$ cat src/rtl/instr_mem_loader_pkg.sv
// Shared definitions for the boot-time instruction memory loader:
// state encoding, word geometry, header width and the word-address helper.
package instr_loader_pkg;

    // 3-bit state encoding shared by the loader FSM and anything that decodes it
    localparam logic [2:0] ST_IDLE = 3'd0;
    localparam logic [2:0] ST_LEN0 = 3'd1;
    localparam logic [2:0] ST_LEN1 = 3'd2;
    localparam logic [2:0] ST_DATA = 3'd3;
    localparam logic [2:0] ST_CHK  = 3'd4;
    localparam logic [2:0] ST_DONE = 3'd5;
    localparam logic [2:0] ST_ERR  = 3'd6;

    typedef enum logic [2:0] {
        S_IDLE = ST_IDLE,
        S_LEN0 = ST_LEN0,
        S_LEN1 = ST_LEN1,
        S_DATA = ST_DATA,
        S_CHK  = ST_CHK,
        S_DONE = ST_DONE,
        S_ERR  = ST_ERR
    } state_e;

    localparam int WORD_BYTES = 4;
    localparam int BIDX_W     = $clog2(WORD_BYTES);
    // width of the little-endian word-count header
    localparam int HDR_W      = 16;

    // Byte address of word idx; wraps modulo 2^32
    function automatic logic [31:0] word_addr(input logic [31:0] base, input logic [31:0] idx);
        return base + (idx << 2);
    endfunction

endpackage

$ cat src/rtl/instr_mem_loader_word_assembler.sv
// word_assembler: packs consecutive stream bytes little-endian into a
// 32-bit word and pulses word_valid the cycle after the 4th byte lands.
module word_assembler
    import instr_loader_pkg::*;
(
    input  logic        clk,
    input  logic        rst_n,
    input  logic        clr,
    input  logic        in_valid,
    input  logic [7:0]  in_byte,
    output logic        fill_last,
    output logic        word_valid,
    output logic [31:0] word
);

    logic [BIDX_W-1:0] byte_idx;

    // next accepted byte completes the word
    assign fill_last = (byte_idx == BIDX_W'(WORD_BYTES - 1));

    // byte lane fill, byte index and one-cycle completion pulse
    always_ff @(posedge clk or negedge rst_n) begin
        if (!rst_n) begin
            byte_idx   <= '0;
            word       <= '0;
            word_valid <= 1'b0;
        end else begin
            word_valid <= 1'b0;
            if (clr) begin
                byte_idx <= '0;
            end else if (in_valid) begin
                word[{byte_idx, 3'b000} +: 8] <= in_byte;
                byte_idx <= byte_idx + BIDX_W'(1);
                if (fill_last)
                    word_valid <= 1'b1;
            end
        end
    end

endmodule

$ cat src/rtl/instr_mem_loader.sv
// instr_mem_loader: streams a length-prefixed little-endian image into the
// writable instruction memory and holds the CPU until the image is in.
// Optional feature macro: LOADER_CHECKSUM_EN (trailing XOR checksum byte).
module instr_mem_loader
    import instr_loader_pkg::*;
#(
    parameter logic [31:0] BASE_ADDR = 32'h0000_0000,
    parameter int unsigned MAX_WORDS = 1024,
    parameter int          CNT_W     = 16
) (
    input  logic        clk,
    input  logic        rst_n,
    input  logic        start,
    input  logic        s_valid,
    input  logic [7:0]  s_data,
    output logic        s_ready,
    output logic        mem_we,
    output logic [31:0] mem_waddr,
    output logic [31:0] mem_wdata,
    output logic        cpu_hold,
    output logic        done,
    output logic        err
);

    state_e            state;
    logic [7:0]        len_lo;
    logic [CNT_W-1:0]  count;
    logic [CNT_W-1:0]  word_idx;
    logic [HDR_W-1:0]  len_full;
    logic              take;
    logic              data_take;
    logic              restart;
    logic              fill_last;
    logic              word_valid;
    logic [31:0]       word;
    logic              last_word;
`ifdef LOADER_CHECKSUM_EN
    logic [7:0]        csum;
`endif

    assign take      = s_valid && s_ready;
    assign data_take = take && (state == S_DATA);
    assign restart   = start && ((state == S_IDLE) || (state == S_DONE) || (state == S_ERR));
    assign len_full  = {s_data, len_lo};
    assign last_word = (word_idx == count - CNT_W'(1));

    word_assembler u_asm (
        .clk        (clk),
        .rst_n      (rst_n),
        .clr        (restart),
        .in_valid   (data_take),
        .in_byte    (s_data),
        .fill_last  (fill_last),
        .word_valid (word_valid),
        .word       (word)
    );

    // the write strobe and data come straight from the assembler's registers
    assign mem_we    = word_valid;
    assign mem_wdata = word;

    // loader FSM: header capture, word addressing, status flags, s_ready decode
    always_ff @(posedge clk or negedge rst_n) begin
        if (!rst_n) begin
            state     <= S_IDLE;
            s_ready   <= 1'b0;
            mem_waddr <= BASE_ADDR;
            cpu_hold  <= 1'b1;
            done      <= 1'b0;
            err       <= 1'b0;
            len_lo    <= '0;
            count     <= '0;
            word_idx  <= '0;
`ifdef LOADER_CHECKSUM_EN
            csum      <= '0;
`endif
        end else begin
            case (state)
                S_IDLE, S_DONE, S_ERR: begin
                    if (start) begin
                        state    <= S_LEN0;
                        s_ready  <= 1'b1;
                        done     <= 1'b0;
                        err      <= 1'b0;
                        cpu_hold <= 1'b1;
                        word_idx <= '0;
`ifdef LOADER_CHECKSUM_EN
                        csum     <= '0;
`endif
                    end
                end
                S_LEN0: begin
                    if (take) begin
                        len_lo <= s_data;
                        state  <= S_LEN1;
                    end
                end
                S_LEN1: begin
                    if (take) begin
                        count <= CNT_W'(len_full);
                        if (len_full == '0) begin
`ifdef LOADER_CHECKSUM_EN
                            state    <= S_CHK;
`else
                            state    <= S_DONE;
                            s_ready  <= 1'b0;
                            done     <= 1'b1;
                            cpu_hold <= 1'b0;
`endif
                        end else if (32'(len_full) > 32'(MAX_WORDS)) begin
                            state   <= S_ERR;
                            s_ready <= 1'b0;
                            err     <= 1'b1;
                        end else begin
                            state <= S_DATA;
                        end
                    end
                end
                S_DATA: begin
                    if (take) begin
`ifdef LOADER_CHECKSUM_EN
                        csum <= csum ^ s_data;
`endif
                        if (fill_last) begin
                            // address is registered alongside the strobe the assembler raises
                            mem_waddr <= word_addr(BASE_ADDR, 32'(word_idx));
                            word_idx  <= word_idx + CNT_W'(1);
                            if (last_word) begin
`ifdef LOADER_CHECKSUM_EN
                                state    <= S_CHK;
`else
                                state    <= S_DONE;
                                s_ready  <= 1'b0;
                                done     <= 1'b1;
                                cpu_hold <= 1'b0;
`endif
                            end
                        end
                    end
                end
`ifdef LOADER_CHECKSUM_EN
                S_CHK: begin
                    if (take) begin
                        s_ready <= 1'b0;
                        if (s_data == csum) begin
                            state    <= S_DONE;
                            done     <= 1'b1;
                            cpu_hold <= 1'b0;
                        end else begin
                            state <= S_ERR;
                            err   <= 1'b1;
                        end
                    end
                end
`endif
                default: begin
                    state   <= S_IDLE;
                    s_ready <= 1'b0;
                end
            endcase
        end
    end

endmodule

$ cat config.mk
export PLATFORM = sky130hd
export DESIGN_NAME = instr_mem_loader
export DESIGN_NICKNAME = d
export VERILOG_FILES = /design/src/rtl/instr_mem_loader_pkg.sv /design/src/rtl/instr_mem_loader_word_assembler.sv /design/src/rtl/instr_mem_loader.sv
export SDC_FILE = /design/constraint.sdc
export NUM_CORES = 1
export LEC_CHECK = 0
export CAP_MARGIN = 0
export CORE_ASPECT_RATIO = 0.9
export CORE_MARGIN = 4
export CORE_UTILIZATION = 55
export CTS_BUF_LIST = sky130_fd_sc_hd__clkbuf_4
export CTS_CLUSTER_DIAMETER = 40
export DETAILED_ROUTE_END_ITERATION = 8
export HOLD_SLACK_MARGIN = 0.08
export PLACE_DENSITY = 0.82
export SYNTH_ARGS = -nofsm -noshare
export SYNTH_HDL_FRONTEND = slang
export SYNTH_SLANG_ARGS = --single-unit
$ cat constraint.sdc
create_clock -name clk -period 3.19 [get_ports clk]
set_clock_uncertainty 0.15 [all_clocks]
set_input_delay 0.638 -clock clk [delete_from_list [all_inputs] [get_ports clk]]
set_output_delay 0.638 -clock clk [all_outputs]
set_load 0.02 [all_outputs]
==> impl_metrics.yaml <==
outcome:
  run_status: "completed"
power_and_ir_drop:
  p_sw_frac: 0.387
  pwr-share-clk: 0.159
  comb_power_share: 0.358
  power_leakage_uw: 0.00260
  power_uw: 3700
  seqPwrFrac: 0.484
  powerDensity_mw_per_mm2: 635
  intPower_uw: 2270
  vdd_drop_max_uv: 499
  p_switching_uw: 1430
drt:
  dr.first_iter.drc_count: 163
  first_pass_iters: 5
  ant_nets: 0
  vias: 3904
  drcViolationCount: 0
  drt_wl_total_microns: 10900
  wl_per_cell_microns: 15.2
  via_per_inst: 5.44
placed_design:
  place.gp.congestion: 0.937
  hpwl_microns: 7970
  dp_cells: 698
  portBuffers: 64
setup_path:
  crit_slowest_cell: "or4_4"
  start_kind: "flop"
  criticalPathCategory: "flop to flop"
  cp.arrival_ps: 3200
  crit_chain: "nor4_4 > a21oi_2 > nor2b_1 > o221ai_1 > or4_4 > o41ai_4 > o2111ai_2 > a211o_1"
  slowest_delay_ps: 560
  crit_path_end_kind: "flop"
  cp_data_required_time_ps: 3380
  crit_fanout: 8
finish:
  num-fill-cells: 685
  antenna_cells: 0
  final_nets: 613
  instances_no_fill: 718
  drive_gt1_frac: 0.125
  syn2layout_area_growth_pct: 19.7
clocking:
  cts.sinks: 98
  cts_inserted_buffers: 9
  cts_tree: "built"
  cts-root-buf: "clkbuf_4"
  clk-insertion-delay-late_ps: 450
  cts-htree-levels: 3
  clk_path_buf_depth: 2
  clk_pin_slew_worst_paths_ps: 160
yosys:
  synth_top_cell_by_area: "dfrtp_1"
  synth_xor_area_frac: 0.0539
  synth.area.mux_share: 0.0567
  ys_top_cells_by_area: "dfrtp_1 (50%), nand2_1 (10%), o21ai_0 (4.7%)"
  synth_compound_area_frac: 0.0929
  synth_top_family_by_area: "simple AND/OR/NAND/NOR gates"
  synth_seq_cells: 98
  postSynthAreaPerCell_sq_um: 9.37
  synth-seq-area-share: 0.503
  synth.distinct_cells: 58
  syn_area_sq_mm: 0.00487
  yosys.area_share.adder: 0.0200
  synth_top_area_share: 0.498
  yosys_warnings: 0
  yosys.area_share.simple: 0.217
  synth-main-ff-cell: "dfrtp_1"
  async_flop_share: 1.00
  synthCells: 520
  synth_edf_count: 0
job:
  maxCapViolations: 0
timing:
  tightest_slew_ps: 852
  finalHoldViolations: 0
  relSlewSlack: 0.431
  rsz0062_at_grt: "false"
  period_share: 0.943
  setup_violations: 0
  fin_crit_ps: 3010
  fmax_mhz: 332
  setup_tns_ps: 0
  slew_viol_final: 0
floorplanning:
  die_w_microns: 107
  initial_core_util: 0.566
  core_sq_mm: 0.00861
  die_y_microns: 97.3
  die-area_sq_mm: 0.0104
  row_count: 32
  io_pins: 81
grt:
  grt_pass1_wl_microns: 18400
  grt_start_max_net_pins: 63
  antenna_found_initial: 0
  gr-usage-all-layers: 0.219
  first_global_vias: 3790
  grt.overflow.total: 0
worst_hold_path:
  hold_path_class: "flop to flop"
layout by cell type, fill, tap and decap left out, drive strengths merged, types with 2 or more instances in the layout:
cell,Yosys,final
nand2,134,134
dfrtp,97,97
clkdlybuf4s50,0,63
o21ai,49,49
nor2,24,24
buf,20,24
mux2,21,21
nand3,20,20
xnor2,16,16
conb,1,16
inv,13,15
xor2,14,14
nor3,11,11
a21oi,10,10
clkbuf,20,9
ha,7,7
nor4,7,7
nor2b,6,6
nand4,5,5
or3,4,4
mux2i,4,4
nor3b,4,4
o2111ai,4,4
nand2b,3,3
a31oi,3,3
clkinv,0,3
clkinvlp,0,2
and3b,2,2
or4,2,2
or2,2,2
critical path, delay by kind of cell (launching register included):
family,cells,cell delay (ps)
simple gates,3,1180
compound gates,5,1110
flops,1,460
flip-flops by register name (all words and copies together) (netlist names):
signal / count
s_ready: 1
cpu_hold: 1
len_lo: 8
err: 1
u_asm.word: 32
word_idx: 16
state: 3
u_asm.byte_idx: 2
done: 1
count: 16
mem_waddr: 16
u_asm.word_valid: 1
synth_stat cells (5+ instances only):
cell,instances
nand3_1,19
nor4_1,6
o21ai_0,46
clkbuf_1,20
mux2_2,20
dfrtp_1,97
a21oi_1,9
nand4_1,5
ha_1,7
nand2_1,134
buf_4,16
inv_1,12
xor2_1,14
xnor2_1,16
nor2b_1,6
nor2_1,23
nor3_1,10
power by group through the flow:
| stage | combinational [uW] | clock [uW] | sequential [uW] |
|---|---|---|---|
| floorplan | 913 | 0 | 1760 |
| global placement | 1240 | 0 | 1780 |
| detailed placement | 1280 | 0 | 1800 |
| CTS | 1290 | 605 | 1780 |
| global route | 1460 | 668 | 1840 |
| finish | 1320 | 588 | 1790 |
logic make-up after synthesis:
logic type / after synthesis
buffers and inverters: 53
DFF: 98
other: 1
xor gates and xnor gates: 30
AOI/OAI and AO/OA: 75
adders and majority gates: 8
muxes: 25
and+or+nand+nor: 230
cell type report:
cell class | instances | area (sq um) | share of cell area
Clock buffer | 9 | 67.6 | 0.0116
Clock inverter | 7 | 53.8 | 0.00922
Inverter | 13 | 48.8 | 0.00837
Multi-Input combinational cell | 384 | 2220 | 0.381
Sequential cell | 98 | 2460 | 0.421
Tap cell | 119 | 149 | 0.0255
Timing Repair Buffer | 88 | 833 | 0.143
through the flow:
| step | util | instance area (sq um) | hold slack, ps | setup WS, ps |
|---|---|---|---|---|
| CTS | 0.673 | 5790 | 342 | 124 |
| floorplan | - | 4930 | 192 | 410 |
| global route | 0.678 | 5830 | 367 | 6.07 |
| finish | 0.678 | 5830 | 337 | 180 |
| detailed placement | 0.657 | 5660 | 307 | 148 |
| global placement | 0.657 | 5660 | 299 | 279 |
final timing paths:
path | depth (start not counted) | startpoint | slack (ps) | endpoint
worst max register to register | 8 | count[6]$_DFFE_PN0P_ | 180 | state[1]$_DFFE_PN0P_
worst min-delay path | 2 | u_asm.word[26]$_DFFE_PN0P_ | 340 | u_asm.word[26]$_DFFE_PN0P_
min in group asynchronous | 2 | rst_n | 530 | mem_waddr[4]$_DFFE_PN0P_
worst min register to register | 2 | u_asm.word[26]$_DFFE_PN0P_ | 340 | u_asm.word[26]$_DFFE_PN0P_
worst max-delay path | 8 | count[6]$_DFFE_PN0P_ | 180 | state[1]$_DFFE_PN0P_
max in group asynchronous | 3 | rst_n | 1670 | count[6]$_DFFE_PN0P_
layer usage:
layer  vias to the layer above  GRT usage  part of all wire  wire, microns
li1                       1866          -                 -              -
met3                        32     0.0498             0.055            593
met2                       113      0.352              0.49           5320
met1                      1893      0.295              0.43           4700
met5                         -          0                 0              0
met4                         0     0.0737             0.025            274
what timing repair did:
item	4_1_cts	5_1_grt
buffers inserted	0	3
hold endpoints to repair	35	0
hold buffers	1	0
endpoints found under the setup margin	0	1
gates resized for setup	0	5
(Power assumes the default switching activity.)
==> patch, RTL diff (same settings) <==
Make the reset (`rst_n`) synchronous in 2 clocked blocks.
--- a/src/rtl/instr_mem_loader_word_assembler.sv
+++ b/src/rtl/instr_mem_loader_word_assembler.sv
@@ -20,5 +20,5 @@
 
     // byte lane fill, byte index and one-cycle completion pulse
-    always_ff @(posedge clk or negedge rst_n) begin
+    always_ff @(posedge clk) begin
         if (!rst_n) begin
             byte_idx   <= '0;
--- a/src/rtl/instr_mem_loader.sv
+++ b/src/rtl/instr_mem_loader.sv
@@ -61,5 +61,5 @@
 
     // loader FSM: header capture, word addressing, status flags, s_ready decode
-    always_ff @(posedge clk or negedge rst_n) begin
+    always_ff @(posedge clk) begin
         if (!rst_n) begin
             state     <= S_IDLE;
Formal check against the unedited RTL: differs if rst_n is asserted again (counterexample within 4 cycles, from zero or initial values and one cycle with rst_n low); with rst_n held inactive, the same outputs for 10 cycles.
==> patch against the unedited design <==
- cell area shrank 2.0%
- highest routed layer unchanged
- non-clock buffer count is the same
- synthesized cell count grew 9.2%
- synthesized area shrank 2.1%
- setup slack lost 0.043 ns
- routed wire length grew 5.7%
- sequential cell count is the same
Power is not compared: it rests on default switching activity, and its combinational part moved more than twofold at a synthesized area within 25%.
==> patch: results (changes against the unedited design) <==
status finished clean; reg2reg path depth 11 (+3); post_cts resized 1 (+1); 1st-pass router iterations 4 (-1); DRT Wirelength 11.5 mm (+5.7%); pre-CTS WS -0.0580 ns (-0.206 ns); met2 routed WL 5.41 mm (+1.8%); Compound-Gate Fraction of Synth Area 13.8% (+4.5 points); Crit Reg-Reg Endpoint s_ready; GR Util met1 30.5% (+1.0 points); fin nets 653 (+6.5%); largest net degree at the start of global routing 55 (-13%); post-synthesis adder-cell area fraction 2.10% (+0.096 points); vias in the first global route 3759 (-0.82%); Detail Placement HPWL 8.38 mm (+5.2%); WHS Endpoint u_asm.word[0]; mux cell area share after synthesis 4.83% (-0.85 points); hold_ws 0.322 ns (-0.0154 ns); routability congestion estimate 0.884 (-5.7%); first-pass GRT wire length 18.4 mm (+0.23%); routing usage on met2 36.9% (+1.8 points); WL/cell 15.3 um (+0.79%); Final Core Density 69.2% (+1.5 points); Fill cells 698 (+1.9%); largest cells by area after synthesis dfxtp_1 41%, a21boi_0 8.0%, nand2_1 7.6%; Post-synth top cells 98 x dfxtp_1, 96 x nand2_1, 51 x a21boi_0; Post-Synth XOR/XNOR Area 6.06% (+0.67 points); post-synthesis async set-or-reset flop share 0% (-100 points)
-- patch: cell types whose count changed in the layout (fill, tap and decap cells not counted), moves of 20 or more --
cell / before / now
dfrtp_1: 95 / 0
nand2_1: 134 / 96
mux2_2: 20 / 0
o21ai_0: 46 / 11
nand3_1: 19 / 46
a21boi_0: 0 / 51
dfxtp_1: 0 / 96
nor2b_1: 6 / 28
-- patch: worst max path at each step --
stage | startpoint | end | slack, ns | cells past startpoint
floorplan | count[0] | s_ready | 0.21 | 10
global placement | count[1] | s_ready | 0.12 | 10
detailed placement | count[1] | s_ready | -0.06 | 10
CTS | count[1] | s_ready | 0.05 | 10
global route | count[0] | s_ready | 0.02 | 11
finish | count[0] | s_ready | 0.14 | 11
-- patch: area by class of cell --
class / instances / area share (%)
clock buffers: 10 / 1.31
clock inverters: 6 / 1.14
inverters: 9 / 0.591
multi-input cells: 427 / 45.8
flip-flops and latches: 98 / 34.4
well taps: 115 / 2.52
repair buffers: 88 / 14.3
-- patch: power breakdown --
| group | total [mW] | switching (mW) | internal [mW] |
|---|---|---|---|
| Combinational | 0.439 | 0.257 | 0.182 |
| Sequential | 1.30 | 0.0428 | 1.26 |
| Clock | 0.670 | 0.419 | 0.252 |
-- patch: worst max-delay path, cell delays in order, from the launching register on --
cell and delay [ns]:
dfxtp_2 0.36, inv_1 0.08, ha_4 0.16, or3b_4 0.41, nor4_4 0.26, buf_4 0.16
nand2_1 0.06, xnor2_1 0.16, nand4_1 0.11, o41a_1 0.48, or4_4 0.44, o2111a_1 0.15
-- patch: logic make-up (layout without fill, tap and decap cells) --
group,after synthesis,in the layout
AOI/OAI and AO/OA,94,94
xor gates and xnor gates,33,33
adders and majority gates,8,8
buffers and inverters,58,113
DFF,98,98
muxes,23,23
other,1,16
and+or+nand+nor,253,253
